### src/rtl/knap_search_ctrl.sv
// Exhaustive knapsack subset search: sums one subset per clock, then compares it against the latched limits.
// Latency: done pulses 2^N_ITEMS+2 cycles after an accepted start. Stage 1 sums, stage 2 compares.
// Backpressure: none. start and cfg_we are ignored while busy, so the table and limits stay frozen during a scan.
module knap_search_ctrl #(
  parameter int N_ITEMS = 5,
  parameter int W       = 32,
  localparam int IDX_W  = (N_ITEMS > 1) ? $clog2(N_ITEMS) : 1
) (
  input  logic               clk,
  input  logic               rst,
  input  logic               cfg_we,
  input  logic [IDX_W-1:0]   cfg_idx,
  input  logic [W-1:0]       cfg_value,
  input  logic [W-1:0]       cfg_weight,
  input  logic [W-1:0]       cfg_volume,
  input  logic [W-1:0]       min_value,
  input  logic [W-1:0]       max_weight,
  input  logic [W-1:0]       max_volume,
  input  logic               start,
  output logic               busy,
  output logic               done,
  output logic               found,
  output logic [N_ITEMS-1:0] best_mask,
  output logic [W-1:0]       best_value,
  output logic [N_ITEMS:0]   valid_count
);

  typedef enum logic [1:0] {IDLE, SCAN, DRAIN, FIN} state_t;

  state_t state, state_nxt;

  logic [W-1:0]       tab_value  [N_ITEMS];
  logic [W-1:0]       tab_weight [N_ITEMS];
  logic [W-1:0]       tab_volume [N_ITEMS];
  logic [W-1:0]       min_l, max_weight_l, max_volume_l;
  logic [N_ITEMS-1:0] mask;
  logic [W-1:0]       sum_value, sum_weight, sum_volume;
  logic [W-1:0]       s1_value, s1_weight, s1_volume;
  logic [N_ITEMS-1:0] s1_mask;
  logic               s1_vld;
  logic               start_acc, scan_last, s2_valid;

  always_ff @(posedge clk) begin
    if (rst) state <= IDLE;
    else     state <= state_nxt;
  end

  always_comb begin
    state_nxt = state;
    start_acc = 1'b0;
    scan_last = 1'b0;
    case (state)
      IDLE: begin
        if (start) begin
          start_acc = 1'b1;
          state_nxt = SCAN;
        end
      end
      SCAN: begin
        scan_last = &mask;
        if (scan_last) state_nxt = DRAIN;
      end
      DRAIN:   state_nxt = FIN;
      FIN:     state_nxt = IDLE;
      default: state_nxt = IDLE;
    endcase
  end

  // Indices with no matching item never hit any entry, so out-of-range writes drop out.
  for (genvar i = 0; i < N_ITEMS; i++) begin : g_tab
    always_ff @(posedge clk) begin
      if (rst) begin
        tab_value[i]  <= '0;
        tab_weight[i] <= '0;
        tab_volume[i] <= '0;
      end else if (cfg_we && !busy && cfg_idx == IDX_W'(i)) begin
        tab_value[i]  <= cfg_value;
        tab_weight[i] <= cfg_weight;
        tab_volume[i] <= cfg_volume;
      end
    end
  end

  always_comb begin
    sum_value  = '0;
    sum_weight = '0;
    sum_volume = '0;
    for (int i = 0; i < N_ITEMS; i++) begin
      if (mask[i]) begin
        sum_value  = sum_value  + tab_value[i];
        sum_weight = sum_weight + tab_weight[i];
        sum_volume = sum_volume + tab_volume[i];
      end
    end
  end

  assign s2_valid = s1_vld && (s1_value >= min_l) &&
                    (s1_weight <= max_weight_l) && (s1_volume <= max_volume_l);

  always_ff @(posedge clk) begin
    if (rst) begin
      busy         <= 1'b0;
      done         <= 1'b0;
      found        <= 1'b0;
      best_mask    <= '0;
      best_value   <= '0;
      valid_count  <= '0;
      min_l        <= '0;
      max_weight_l <= '0;
      max_volume_l <= '0;
      mask         <= '0;
      s1_value     <= '0;
      s1_weight    <= '0;
      s1_volume    <= '0;
      s1_mask      <= '0;
      s1_vld       <= 1'b0;
    end else begin
      done   <= (state == FIN);
      s1_vld <= (state == SCAN);
      if (state == SCAN) begin
        s1_value  <= sum_value;
        s1_weight <= sum_weight;
        s1_volume <= sum_volume;
        s1_mask   <= mask;
        // Hold on the final mask so the counter never starts a second pass.
        if (!scan_last) mask <= mask + 1'b1;
      end
      if (start_acc) begin
        min_l        <= min_value;
        max_weight_l <= max_weight;
        max_volume_l <= max_volume;
        found        <= 1'b0;
        best_mask    <= '0;
        best_value   <= '0;
        valid_count  <= '0;
        mask         <= '0;
        busy         <= 1'b1;
      end else if (s2_valid) begin
        valid_count <= valid_count + 1'b1;
        // Strictly greater: on equal value the earlier (lower) mask is kept.
        if (!found || s1_value > best_value) begin
          found      <= 1'b1;
          best_mask  <= s1_mask;
          best_value <= s1_value;
        end
      end
      if (state == FIN) busy <= 1'b0;
    end
  end

endmodule

### config.mk
export PLATFORM = sky130hd
export DESIGN_NAME = knap_search_ctrl
export DESIGN_NICKNAME = d
export VERILOG_FILES = /design/src/rtl/knap_search_ctrl.sv
export SDC_FILE = /design/constraint.sdc
export NUM_CORES = 2
export LEC_CHECK = 0
export BUFFER_PORTS_ARGS = -buffer_cell sky130_fd_sc_hd__buf_2
export CAP_MARGIN = 5
export CORE_ASPECT_RATIO = 0.6
export CORE_MARGIN = 2
export CORE_UTILIZATION = 68
export CTS_CLUSTER_SIZE = 10
export DETAILED_ROUTE_END_ITERATION = 10
export PLACE_DENSITY = 0.95
export SYNTH_ARGS = -nofsm -noshare
export SYNTH_HDL_FRONTEND = slang
export SYNTH_SLANG_ARGS = --single-unit
export TNS_END_PERCENT = 20
### constraint.sdc
create_clock -name clk -period 20.6 [get_ports clk]
set_input_delay 5.15 -clock clk [delete_from_list [all_inputs] [get_ports clk]]
set_output_delay 5.15 -clock clk [all_outputs]
set_load 0.01 [all_outputs]
==> metrics <==
worst hold path class flop to flop; number of global-route vias before repair 44400; Worst-Margin Slew 1.37 ns; antenna violations before repair 22; cells after synthesis ~5800; CP bufs+invs 1; fmax between 90 and 100 MHz; via count ~47000; placed cell area between 50000 and 60000 sq um; P_int around 3200 uW; Routed WL per cell around 23 um; max-cap viol count 0; postcts setup bufs 0; Vias/cell ~6.6; sequential share of the synthesized area 36.8%; CP Launch Type flop; Iter 0 DRT Violations roughly 6600; H-tree lvl count 3; # IOs around 250; total CTS buffers 84; Area growth, synth to finish 8.56%; setup TNS 0 ns; Sw Pwr 2000 uW; Tmin final between 10 and 15 ns; Die W roughly 360 um; fillers ~5200; Synthesis Warnings 0; Critical Path End Type flop; area occupied by multi-input gates ~31000 sq um; Slew headroom between 8 and 9%; Gate power share between 30% and 40%; pwr dens 91.5 nW/um^2; Die Span Y approximately 220 um; Unique masters post-synth 84; crit-path leading delay family compound AO/OA/AOI/OAI gates; Setup-failing EPs final 0; max incr delay on CP 0.66 ns; Initial Util slightly below 70%; biggest regs tab_value (160), tab_volume (160), tab_weight (160); CP required 21.19 ns; Root Buffer clkbuf_16; RSZ-0062 raised after global routing false; Final Cell Area between 50000 and 60000 sq um; Worst IR Drop VDD slightly below 0.08 mV; worst endpoint data arrival time approximately 12 ns; Slowest cell on crit path a31oi_1; CTS resizes 0; Die Footprint 80000 sq um; most frequent cells in the layout a21oi_1, and2_1, ha_1; asr flop ratio synth 0%; # hold bufs at CTS 0; Antenna Nets Post-Route 0; crit share post-route a little over half; clock share of power 26.8%; max-slew violations 0; grt total ovfl 0; Detailed Route WL roughly 160000 um; Seq pwr share around 36%; first-pass GRT wire length roughly 250000 um; Core Box Area ~77000 sq um; Post-synth EDFFs 480; P_leak about 0.026 uW; CTS Buffer Depth 3; sequential cell area 19500 sq um; GPL Wtd Cong 1.01; Seq cells post-synth 731; Max Clock Skew between 0.03 and 0.04 ns; clk slew on worst S/H paths 0.06 ns; gr usage total between 40% and 50%; Placement Rows 79; first-pass detailed-route iteration total 7; layout cell share with drive strength beyond 1 under 10%; # clock sinks ~730; CTS tree yes; Port Buffers around 240; predominant post-synthesis flop cell edfxtp_1; Post-DP HPWL 118000 um; CP Max Fanout around 50; Synth Cell Area between 50000 and 60000 sq um; drt drc 0; syn avg cell area between 9 and 10 sq um; clock latency on the worst-skew pair ~0.71 ns; status completed; pin count of the biggest net entering global routing just under 100; Sw Ratio a little under two fifths; Hold Fails Final Rpt 0; WS Path Type flop to flop; net count after synthesis around 6600; PnR Total Power ~5300 uW; Final #Nets between 6000 and 7000
cells in the mapped netlist (all sizes together) (67+ instances only):
library cell	n	share of area, %
nor3	73	0.69
nor2	359	2.6
mux2	94	2.0
xnor2	207	3.4
a21o	239	3.4
o21ai	291	2.8
xor2	121	2.0
ha	526	12
inv	303	2.2
a21oi	556	5.3
and2	560	6.6
nand2	510	3.6
edfxtp	480	27
o21a	67	0.95
dfxtp	251	9.5
clkbuf	208	1.5
a211oi	95	1.3
nand3	127	1.2
worst register-to-register path, delay by kind of cell, from the launching register on:
| kind | cells | cell delay (ns) |
|---|---|---|
| multiplexers | 1 | 0.28 |
| flip-flops | 1 | 0.56 |
| AND/OR/NAND/NOR | 13 | 2.54 |
| XOR/XNOR | 5 | 0.79 |
| buffers and inverters | 1 | 0.61 |
| AO/OA/AOI/OAI | 17 | 4.59 |
| adder cells (fa/ha/maj) | 4 | 1.42 |
layer usage:
layer  GRT usage (%)  wire [um]
met4            24.2      10600
met1            53.3      64500
met3            10.9      20900
met5               0         86
met2            58.1      68700
power groups by stage:
stage | clock network, uW | logic [uW] | registers (uW)
after floorplan | 0 | 1400 | 1830
after global placement | 0 | 1780 | 1880
after detailed placement | 0 | 1880 | 1890
after CTS | 1400 | 1910 | 1860
after global routing | 1460 | 2150 | 1880
final | 1410 | 1980 | 1870
kinds of logic (layout without fill, tap and decap cells):
family,after synthesis,after routing,synth area share (%)
mux,149,149,3.05
buf+inv,549,730,3.94
compound gates,1607,1607,19.2
simple gates,1928,1928,18.4
other cells,0,17,0
fa+ha+maj,544,544,13.0
flops,731,731,36.8
xor+xnor,331,331,5.56
per-stage QoR:
step	worst slack, ns	util, %	hold WS, ns	std cells
6_report	9.68	74.3	0.454	7090
5_1_grt	9.26	74.3	0.468	7084
4_1_cts	10.16	74.3	0.454	7073
3_3_place_gp	10.67	71.1	0.442	6937
2_1_floorplan	7.49	-	0.429	5839
3_5_place_dp	10.27	71.1	0.446	6937
path summary, 6_finish.rpt:
path,cells past startpoint,to,slack (ns),from
max reg2reg,41,s1_weight[31],9.68,mask[0]
max,41,s1_weight[31],9.68,mask[0]
min,2,max_volume_l[23],0.45,max_volume_l[23]
min reg2reg,2,max_volume_l[23],0.45,max_volume_l[23]
layout make-up:
class / count / area share (%)
Clock inverter: 8 / 0.194
Tap cell: 1053 / 2.30
Sequential cell: 731 / 33.9
Multi-Input combinational cell: 4559 / 54.8
Antenna cell: 17 / 0.0742
Timing Repair Buffer: 288 / 2.72
Clock buffer: 128 / 4.00
Inverter: 306 / 2.00
Note: power is estimated with default switching activity, not from simulation.
